## src/rtl/multicycle_control_fsm_pkg.sv

```systemverilog
// Shared encodings for the multi-cycle control unit: opcodes, FSM states,
// mux/ALU selects and the bundled strobe record produced by the output decoder.
package proc_ctrl_pkg;

  localparam logic [3:0] OP_ADD  = 4'b0000;
  localparam logic [3:0] OP_SUB  = 4'b0001;
  localparam logic [3:0] OP_AND  = 4'b0010;
  localparam logic [3:0] OP_OR   = 4'b0011;
  localparam logic [3:0] OP_LUI  = 4'b0101;
  localparam logic [3:0] OP_BEQ  = 4'b0110;
  localparam logic [3:0] OP_JR   = 4'b0111;
  localparam logic [3:0] OP_ADDI = 4'b1000;
  localparam logic [3:0] OP_ORI  = 4'b1001;
  localparam logic [3:0] OP_LW   = 4'b1010;
  localparam logic [3:0] OP_SW   = 4'b1011;

  typedef enum logic [2:0] {
    ST_FETCH  = 3'd0,
    ST_DECODE = 3'd1,
    ST_EXEC   = 3'd2,
    ST_MEM    = 3'd3,
    ST_WB     = 3'd4,
    ST_HALT   = 3'd5
  } state_e;

  localparam logic [2:0] ALU_ADD   = 3'b000;
  localparam logic [2:0] ALU_SUB   = 3'b001;
  localparam logic [2:0] ALU_AND   = 3'b010;
  localparam logic [2:0] ALU_OR    = 3'b011;
  localparam logic [2:0] ALU_PASSB = 3'b100;

  localparam logic [1:0] PC_ALU    = 2'b00;
  localparam logic [1:0] PC_BRANCH = 2'b01;
  localparam logic [1:0] PC_REGA   = 2'b10;

  localparam logic [1:0] SRCB_REGB = 2'b00;
  localparam logic [1:0] SRCB_TWO  = 2'b01;
  localparam logic [1:0] SRCB_IMM  = 2'b10;

  typedef struct packed {
    logic       pc_write;
    logic [1:0] pc_src;
    logic       ir_write;
    logic       iord;
    logic       mem_read;
    logic       mem_write;
    logic       reg_write;
    logic       wb_sel;
    logic       alu_src_a;
    logic [1:0] alu_src_b;
    logic [2:0] alu_op;
    logic       retire;
    logic       halted;
  } ctrl_t;

  // 0100 and the whole 11xx block are unassigned.
  function automatic logic is_legal(input logic [3:0] op);
    return !((op == 4'b0100) || (op[3:2] == 2'b11));
  endfunction

endpackage

```

## src/rtl/multicycle_control_fsm_if.sv

```systemverilog
// Control bus between the sequencer (master) and the datapath (slave).
interface multicycle_control_fsm_if;
  logic [3:0] opcode;
  logic       zero;
  logic       mem_ready;
  logic       pc_write;
  logic [1:0] pc_src;
  logic       ir_write;
  logic       iord;
  logic       mem_read;
  logic       mem_write;
  logic       reg_write;
  logic       wb_sel;
  logic       alu_src_a;
  logic [1:0] alu_src_b;
  logic [2:0] alu_op;
  logic       retire;
  logic       halted;
  logic [2:0] state_o;

  modport master (
    input  opcode, zero, mem_ready,
    output pc_write, pc_src, ir_write, iord, mem_read, mem_write, reg_write,
           wb_sel, alu_src_a, alu_src_b, alu_op, retire, halted, state_o
  );

  modport slave (
    output opcode, zero, mem_ready,
    input  pc_write, pc_src, ir_write, iord, mem_read, mem_write, reg_write,
           wb_sel, alu_src_a, alu_src_b, alu_op, retire, halted, state_o
  );
endinterface

```

## src/rtl/multicycle_control_fsm_ctrl_out_decode.sv

```systemverilog
// Combinational strobe decode from the current state plus the few live inputs
// (opcode, ALU zero, memory ready) that qualify them.
module ctrl_out_decode
  import proc_ctrl_pkg::*;
#(
  parameter bit HALT_ON_ILLEGAL = 1'b1
) (
  input  state_e     state_i,
  input  logic [3:0] opcode_i,
  input  logic       zero_i,
  input  logic       mem_ready_i,
  output ctrl_t      ctrl_o
);

  always_comb begin
    ctrl_o = '0;
    case (state_i)
      ST_FETCH: begin
        ctrl_o.mem_read  = 1'b1;
        ctrl_o.alu_src_b = SRCB_TWO;
        ctrl_o.alu_op    = ALU_ADD;
        if (mem_ready_i) begin
          ctrl_o.ir_write = 1'b1;
          ctrl_o.pc_write = 1'b1;
          ctrl_o.pc_src   = PC_ALU;
        end
      end
      ST_DECODE: begin
        if (!is_legal(opcode_i) && !HALT_ON_ILLEGAL) ctrl_o.retire = 1'b1;
      end
      ST_EXEC: begin
        case (opcode_i)
          OP_ADD, OP_SUB, OP_AND, OP_OR: begin
            ctrl_o.alu_src_a = 1'b1;
            ctrl_o.alu_src_b = SRCB_REGB;
            ctrl_o.alu_op    = {1'b0, opcode_i[1:0]};
          end
          OP_LUI: begin
            ctrl_o.alu_src_b = SRCB_IMM;
            ctrl_o.alu_op    = ALU_PASSB;
          end
          OP_ADDI, OP_LW, OP_SW: begin
            ctrl_o.alu_src_a = 1'b1;
            ctrl_o.alu_src_b = SRCB_IMM;
            ctrl_o.alu_op    = ALU_ADD;
          end
          OP_ORI: begin
            ctrl_o.alu_src_a = 1'b1;
            ctrl_o.alu_src_b = SRCB_IMM;
            ctrl_o.alu_op    = ALU_OR;
          end
          OP_BEQ: begin
            ctrl_o.alu_src_a = 1'b1;
            ctrl_o.alu_src_b = SRCB_REGB;
            ctrl_o.alu_op    = ALU_SUB;
            ctrl_o.pc_src    = PC_BRANCH;
            ctrl_o.pc_write  = zero_i;
            ctrl_o.retire    = 1'b1;
          end
          OP_JR: begin
            ctrl_o.pc_src   = PC_REGA;
            ctrl_o.pc_write = 1'b1;
            ctrl_o.retire   = 1'b1;
          end
          default: ;
        endcase
      end
      ST_MEM: begin
        // Requests are levels held across every wait cycle.
        ctrl_o.iord      = 1'b1;
        ctrl_o.mem_read  = (opcode_i == OP_LW);
        ctrl_o.mem_write = (opcode_i == OP_SW);
        ctrl_o.retire    = mem_ready_i && (opcode_i == OP_SW);
      end
      ST_WB: begin
        ctrl_o.reg_write = 1'b1;
        ctrl_o.wb_sel    = (opcode_i == OP_LW);
        ctrl_o.retire    = 1'b1;
      end
      ST_HALT: ctrl_o.halted = 1'b1;
      default: ;
    endcase
  end

endmodule

```

## src/rtl/multicycle_control_fsm.sv

```systemverilog
// Multi-cycle sequencer: state register and next-state logic; strobes come
// from the combinational output decoder.
module multicycle_control_fsm
  import proc_ctrl_pkg::*;
#(
  parameter bit HALT_ON_ILLEGAL = 1'b1
) (
  input  logic                       clock,
  input  logic                       reset,
  multicycle_control_fsm_if.master   bus
);

  state_e state_q, state_d;
  ctrl_t  ctrl;

  // Masking mem_ready while reset is held keeps FETCH from pulsing ir/pc writes.
  ctrl_out_decode #(.HALT_ON_ILLEGAL(HALT_ON_ILLEGAL)) u_dec (
    .state_i     (state_q),
    .opcode_i    (bus.opcode),
    .zero_i      (bus.zero),
    .mem_ready_i (bus.mem_ready & ~reset),
    .ctrl_o      (ctrl)
  );

  always_comb begin
    state_d = state_q;
    case (state_q)
      ST_FETCH:  if (bus.mem_ready) state_d = ST_DECODE;
      ST_DECODE: begin
        if (is_legal(bus.opcode)) state_d = ST_EXEC;
        else                      state_d = HALT_ON_ILLEGAL ? ST_HALT : ST_FETCH;
      end
      ST_EXEC: begin
        case (bus.opcode)
          OP_LW, OP_SW:   state_d = ST_MEM;
          OP_BEQ, OP_JR:  state_d = ST_FETCH;
          default:        state_d = ST_WB;
        endcase
      end
      ST_MEM:    if (bus.mem_ready) state_d = (bus.opcode == OP_LW) ? ST_WB : ST_FETCH;
      ST_WB:     state_d = ST_FETCH;
      ST_HALT:   state_d = ST_HALT;
      default:   state_d = ST_FETCH;
    endcase
  end

  always_ff @(posedge clock or posedge reset) begin
    if (reset) state_q <= ST_FETCH;
    else       state_q <= state_d;
  end

  assign bus.pc_write  = ctrl.pc_write;
  assign bus.pc_src    = ctrl.pc_src;
  assign bus.ir_write  = ctrl.ir_write;
  assign bus.iord      = ctrl.iord;
  assign bus.mem_read  = ctrl.mem_read;
  assign bus.mem_write = ctrl.mem_write;
  assign bus.reg_write = ctrl.reg_write;
  assign bus.wb_sel    = ctrl.wb_sel;
  assign bus.alu_src_a = ctrl.alu_src_a;
  assign bus.alu_src_b = ctrl.alu_src_b;
  assign bus.alu_op    = ctrl.alu_op;
  assign bus.retire    = ctrl.retire;
  assign bus.halted    = ctrl.halted;
  assign bus.state_o   = state_q;

endmodule

```

## src/flat_wrapper.sv

```systemverilog
// flat-port wrapper written by rule: the top's interface ports become plain ports
module multicycle_control_fsm_flat import proc_ctrl_pkg::*;
#(
  parameter bit HALT_ON_ILLEGAL = 1'b1
)
  (clock, reset, bus_opcode, bus_zero, bus_mem_ready, bus_pc_write, bus_pc_src, bus_ir_write, bus_iord, bus_mem_read, bus_mem_write, bus_reg_write, bus_wb_sel, bus_alu_src_a, bus_alu_src_b, bus_alu_op, bus_retire, bus_halted, bus_state_o);
  multicycle_control_fsm_if bus_i ();
  input  logic clock;
  input  logic reset;
  input wire logic [$bits(bus_i.opcode)-1:0] bus_opcode;
  input wire logic [$bits(bus_i.zero)-1:0] bus_zero;
  input wire logic [$bits(bus_i.mem_ready)-1:0] bus_mem_ready;
  output wire logic [$bits(bus_i.pc_write)-1:0] bus_pc_write;
  output wire logic [$bits(bus_i.pc_src)-1:0] bus_pc_src;
  output wire logic [$bits(bus_i.ir_write)-1:0] bus_ir_write;
  output wire logic [$bits(bus_i.iord)-1:0] bus_iord;
  output wire logic [$bits(bus_i.mem_read)-1:0] bus_mem_read;
  output wire logic [$bits(bus_i.mem_write)-1:0] bus_mem_write;
  output wire logic [$bits(bus_i.reg_write)-1:0] bus_reg_write;
  output wire logic [$bits(bus_i.wb_sel)-1:0] bus_wb_sel;
  output wire logic [$bits(bus_i.alu_src_a)-1:0] bus_alu_src_a;
  output wire logic [$bits(bus_i.alu_src_b)-1:0] bus_alu_src_b;
  output wire logic [$bits(bus_i.alu_op)-1:0] bus_alu_op;
  output wire logic [$bits(bus_i.retire)-1:0] bus_retire;
  output wire logic [$bits(bus_i.halted)-1:0] bus_halted;
  output wire logic [$bits(bus_i.state_o)-1:0] bus_state_o;
  assign bus_i.opcode = bus_opcode;
  assign bus_i.zero = bus_zero;
  assign bus_i.mem_ready = bus_mem_ready;
  assign bus_pc_write = bus_i.pc_write;
  assign bus_pc_src = bus_i.pc_src;
  assign bus_ir_write = bus_i.ir_write;
  assign bus_iord = bus_i.iord;
  assign bus_mem_read = bus_i.mem_read;
  assign bus_mem_write = bus_i.mem_write;
  assign bus_reg_write = bus_i.reg_write;
  assign bus_wb_sel = bus_i.wb_sel;
  assign bus_alu_src_a = bus_i.alu_src_a;
  assign bus_alu_src_b = bus_i.alu_src_b;
  assign bus_alu_op = bus_i.alu_op;
  assign bus_retire = bus_i.retire;
  assign bus_halted = bus_i.halted;
  assign bus_state_o = bus_i.state_o;
  multicycle_control_fsm #(.HALT_ON_ILLEGAL(HALT_ON_ILLEGAL)) u_core (.clock(clock), .reset(reset), .bus(bus_i));
endmodule
```

## config.mk

```make
export PLATFORM = sky130hd
export DESIGN_NAME = multicycle_control_fsm_flat
export DESIGN_NICKNAME = d
export VERILOG_FILES = /design/src/rtl/multicycle_control_fsm_pkg.sv /design/src/rtl/multicycle_control_fsm_if.sv /design/src/rtl/multicycle_control_fsm_ctrl_out_decode.sv /design/src/rtl/multicycle_control_fsm.sv /design/src/flat_wrapper.sv
export SDC_FILE = /design/constraint.sdc
export NUM_CORES = 1
export LEC_CHECK = 0
export ABC_AREA = 1
export CAP_MARGIN = 25
export CORE_MARGIN = 2
export CORE_UTILIZATION = 40
export CTS_BUF_LIST = sky130_fd_sc_hd__clkbuf_2
export DETAILED_ROUTE_END_ITERATION = 8
export PLACE_DENSITY = 0.81
export SYNTH_ARGS = -nofsm -noshare
export SYNTH_HDL_FRONTEND = slang
export SYNTH_HIERARCHICAL = 1
export SYNTH_SLANG_ARGS = --single-unit
export TNS_END_PERCENT = 50
```

## constraint.sdc

```tcl
create_clock -name clock -period 1.41 [get_ports clock]
set_clock_uncertainty 0.05 [all_clocks]
set_input_delay 0.2115 -clock clock [delete_from_list [all_inputs] [get_ports clock]]
set_output_delay 0.2115 -clock clock [all_outputs]
set_load 0.02 [all_outputs]
```

=== Yosys cells after proc, flatten, opt, wreduce, memory -nomap -nowiden ===
Cells that the tools add are included.

* Output and inout bits: 20
* Logic and storage cells: 53
* Bits in registers: 3

* Bitwise gates (word level): 2
* Reduce and logical (&&, ||, !) cells: 10
* Equality and inequality tests: 19
* Mux-type cells: 21

{| class="wikitable"
|+ Operators by type and width
! cell !! number
|-
| $pmux W5 S5 || 1
|-
| $pmux W3 S2 || 3
|-
| $eq A4 B3 Y1 const B || 4
|-
| $eq A4 B4 Y1 const B || 4
|-
| $pmux W3 S5 || 1
|-
| $mux W3 || 4
|-
| $pmux W5 S2 || 1
|-
| $reduce_or A9 Y1 || 1
|-
| $eq A4 B2 Y1 const B || 2
|-
| $mux W1 || 7
|-
| $eq A3 B2 Y1 const B || 2
|-
| $eq A3 B3 Y1 const B || 2
|-
| $eq A4 B1 Y1 const B || 1
|-
| $logic_not A4 Y1 || 1
|-
| $mux W4 || 1
|-
| $ne A2 B2 Y1 const B || 2
|-
| $reduce_or A2 Y1 || 2
|-
| $reduce_or A4 Y1 || 1
|-
| $eq A3 B1 Y1 const B || 1
|-
| $logic_not A3 Y1 || 1
|-
| $pmux W1 S3 || 1
|-
| $reduce_or A3 Y1 || 1
|-
| $eq A2 B2 Y1 const B || 1
|-
| $mux W2 || 1
|-
| other kinds (6) || 6
|}

=== Depth between registers and ports, before layout ===
* Word-level depth: 4
* Depth in mapped cells: 7
* Gate-level depth less buffers: 7

=== Cells and area by module ===
Netlist, hierarchy kept.

{| class="wikitable"
|+ By module, submodules not included
! module !! instances !! area an instance (sq um) !! cells an instance
|-
| ctrl_out_decode || 1 || 274.0 || 54
|-
| multicycle_control_fsm || 1 || 272.8 || 47
|}

=== Worst setup path before layout ===
Ideal clock, no wire load.

* Path type: register to output
* From: register u_core.state_q[2], in the netlist u_core/bus.state_o[2]
* To: output port bus_alu_op[1]
* Buffers on the path: 0
* Slack: -128 ps
* Arrival: 1,276 ps
* Cell stages (with the launch flop): 6
* Cells stage by stage: dfrtp_1 > inv_1 > nand2_2 > nor2_4 > inv_2 > a21oi_1

* Cells in the longest elaborated chain, start to end: 2

{| class="wikitable"
|+ Ends and longest elaborated chain
! element !! line !! text
|-
| from (decl) || multicycle_control_fsm.sv:13 || <nowiki>state_e state_q, state_d;</nowiki>
|-
| from (signal assigned) || multicycle_control_fsm.sv:49 || <nowiki>else state_q <= state_d;</nowiki>
|-
| $eq A3 B2 Y1 / $logic_not A3 Y1 (equally long branches) || multicycle_control_fsm_ctrl_out_decode.sv:17 || <nowiki>case (state_i)</nowiki>
|-
| $pmux W5 S2 (*) || multicycle_control_fsm_ctrl_out_decode.sv:17 ||
|-
| to (decl) || flat_wrapper.sv:23 || <nowiki>output wire logic [$bits(bus_i.alu_op)-1:0] bus_alu_op;</nowiki>
|}

Every way passes the cells marked *; elsewhere a longest branch is shown, timed or not.

=== Worst setup path in the final report ===
* From: register u_core.state_q[0], in the netlist u_core/bus.state_o[0]
* To: output port bus_alu_src_b[1]

* Cells in the longest elaborated chain, start to end: 2

{| class="wikitable"
|+ Ends and longest elaborated chain
! element !! line !! text
|-
| $eq A3 B2 Y1 / $logic_not A3 Y1 (equally long branches) || multicycle_control_fsm_ctrl_out_decode.sv:17 ||
|-
| $pmux W5 S2 (*) || multicycle_control_fsm_ctrl_out_decode.sv:17 ||
|-
| to (decl) || flat_wrapper.sv:22 || <nowiki>output wire logic [$bits(bus_i.alu_src_b)-1:0] bus_alu_src_b;</nowiki>
|}

Marks and branches as above.

==> flow_metrics.env <==
export IMPL_clkPwrFrac_pct=6.0
export IMPL_drt_iter0_drc=11
export IMPL_multi_input_area_um2=439
export IMPL_dr_pass1_iters=4
export IMPL_ys_types=18
export IMPL_max_freq_mhz=637
export IMPL_end_kind="primary output"
export IMPL_powerDensity_nw_per_um2=1820
export IMPL_grt_usage_pct=23.3
export IMPL_slew_viol_final=0
export IMPL_ys_top_cells_by_count="21 x nand2_1, 18 x inv_1, 15 x nor2_1"
export IMPL_drive_above_1_share_pct=55.9
export IMPL_antennaDiodeCount=0
export IMPL_start_kind="flop"
export IMPL_syn_area_um2=547
export IMPL_worst_slew_margin_rel_pct=82.5
export IMPL_path_max_fanout=6
export IMPL_hpwlAfterDp_um=1360
export IMPL_viasPerCell=4.88
export IMPL_synth_ff_type="dfrtp_1"
export IMPL_postSynthCellCount=101
export IMPL_grt_start_max_net_pins=8
export IMPL_clock_root_buffer="clkbuf_2"
export IMPL_whs_ns=0.214
export IMPL_initial_core_util_pct=42.6
export IMPL_power_switching_uw=1010
export IMPL_vdd_drop_max_v=0.00132
export IMPL_ys_ff_latch=3
export IMPL_seqPwrFrac_pct=10.3
export IMPL_period_needed_ns=1.57
export IMPL_yosysMostFrequentCell="nand2_1"
export IMPL_die_area_um2=1680
export IMPL_grt_ovfl_total=0
export IMPL_min_path_type="in -> async"
export IMPL_critPathTopFamily="flip-flops"
export IMPL_antenna_left=0
export IMPL_placement_rows=13
export IMPL_ys_warn_count=6
export IMPL_io_pins=28
export IMPL_postLayoutSetupSlackWorst_ns=-0.160
export IMPL_async_flop_share_pct=100
export IMPL_via_count=815
export IMPL_routed_wl_um=1940
export IMPL_p_leak_uw=0.000585
export IMPL_synth_edf_count=0
export IMPL_swShare_pct=52.0
export IMPL_worst_path_buf_inv=2
export IMPL_slowest_delay_ns=0.41
export IMPL_status="complete, but fails checks"
export IMPL_cts_tree="built"
export IMPL_dp_cells=159
export IMPL_core_area_um2=1280
export IMPL_insertion_delay_ns=0.20
export IMPL_synth_top_area_cell="nand2_1"
export IMPL_required_ns=1.15
export IMPL_path_clk_slew_ns=0.04
export IMPL_cts_hold_buf=0
export IMPL_synth_nets=109
export IMPL_die_x_um=41.0
export IMPL_violations="setup timing"
export IMPL_port_buffers=27
export IMPL_period_share_pct=111
export IMPL_final_instance_count_excl_fill=167
export IMPL_gp_congestion=0.782
export IMPL_area_growth_pct=95.2
export IMPL_crit_slowest_cell="dfrtp_2"
export IMPL_cp_arrival_ns=1.31
export IMPL_synth_top_cell_area_share_pct=14.4
export IMPL_htreeDepth=1
export IMPL_syn_avg_cell_area_um2=5.41
export IMPL_cts_buffers=3
export IMPL_nFillCells=95
export IMPL_combPwrFrac_pct=83.7
export IMPL_routedWlPerCell_um=11.6
export IMPL_max_clock_path_buffers=2
export IMPL_rsz0062_at_grt="true"
export IMPL_clock_sinks=3
export IMPL_largest_reg_flops=3
export IMPL_worst_pin_slew_ns=0.262
export IMPL_finalNetCount=161
export IMPL_maxCapViolCount=0
export IMPL_drc=0
export IMPL_path_class="reg -> out"
export IMPL_crit_chain="buf_4 -> nor2_4 -> nand2_2 -> o21ai_2 -> buf_6"
export IMPL_setup_viol=15
export IMPL_antenna_found_initial=0
export IMPL_intPower_uw=935
export IMPL_finalHoldViolCount=0
export IMPL_utilization_pct=83.1
export IMPL_ys_seq_area_share_pct=13.7
export IMPL_grt_pass1_vias=680
export IMPL_register_area_um2=78.8
export IMPL_die_h_um=41.0
export IMPL_grt_pass1_wl_um=2670
export IMPL_synth_area_top_cells="nand2_1 14%, dfrtp_1 14%, nand3_1 13%"
==> timing repair <==
| item | CTS | global route |
|---|---|---|
| resized for setup | 104 | 16 |
| hold endpoints to repair | 0 | 0 |
| setup endpoints to repair | 21 | 21 |
| buffers inserted | 2 | 2 |
| pin swaps | 6 | 7 |
==> worst register-to-register path, delay by kind of cell (launching register included) <==
kind          cells  cell delay (ns)
buf+inv           2             0.26
simple gates      6             0.56
flops             1             0.44
==> kinds of logic after synthesis <==
kind of cell	synth area share, %
AO/OA/AOI/OAI	10.8
AND/OR/NAND/NOR	57.7
buffers and inverters	17.8
flip-flops	13.7
==> power by group through the flow <==
stage	Sequential (µW)	Clock, µW	Combinational (µW)
after floorplan	301	0	668
after global placement	211	0	1360
after detailed placement	211	0	1400
after CTS	209	121	1460
after global routing	209	135	1760
final	201	117	1630
==> path summary, 6_finish.rpt <==
| check | start | slack (ns) | endpoint | depth (start not counted) |
|---|---|---|---|---|
| max | u_core/bus.state_o[0] | -0.16 | bus_alu_src_b[1] | 5 |
| min | reset | 0.21 | u_core/bus.state_o[0] | 2 |
| max reg2reg | u_core/bus.state_o[1] | 0.01 | u_core/bus.state_o[2] | 8 |
| min reg2reg | u_core/bus.state_o[2] | 0.81 | u_core/bus.state_o[1] | 4 |
| max in group asynchronous | reset | 0.95 | u_core/bus.state_o[2] | 2 |
| min in group clock | bus_opcode[2] | 0.59 | u_core/bus.state_o[1] | 5 |
==> per-layer routing <==
layer,vias up,track usage (%),share of wire [%]
met3,4,0,5.0
met2,25,47.7,54
met5,-,0,0
li1,416,-,-
met1,370,25.6,39
met4,0,5.83,1.6
==> layout make-up <==
type / instances / share of cell area (%)
Sequential cell: 3 / 7.39
Inverter: 26 / 9.14
Multi-Input combinational cell: 72 / 41.1
Tap cell: 15 / 1.76
Clock buffer: 4 / 1.88
Timing Repair Buffer: 47 / 38.7
==> cell usage in the layout (no fill, tap or decap) <==
master	count
a21oi_1	2
a21oi_2	2
a21oi_4	1
buf_2	2
buf_4	23
buf_6	13
clkbuf_2	4
clkdlybuf4s15_1	1
clkdlybuf4s50_1	3
dfrtp_2	3
dlygate4sd2_1	5
inv_1	15
inv_2	11
nand2_1	17
nand2_2	7
nand3_1	11
nand3_2	4
nand4_1	2
nand4_2	1
nor2_1	10
nor2_2	5
nor2_4	5
nor3_2	2
o21ai_1	1
o21ai_2	2
==> per-stage QoR <==
step / area (µm²) / power (µW) / TNS, ns / setup WS (ns)
2_1_floorplan: 561 / 969 / 0 / 0.0221
3_3_place_gp: 970 / 1570 / -9.22 / -0.669
3_5_place_dp: 970 / 1610 / -9.52 / -0.683
4_1_cts: 997 / 1790 / -1.24 / -0.185
5_1_grt: 1070 / 2100 / -2.79 / -0.234
6_report: 1070 / 1950 / -1.40 / -0.160
No activity file was read; power rests on OpenSTA's default activity.
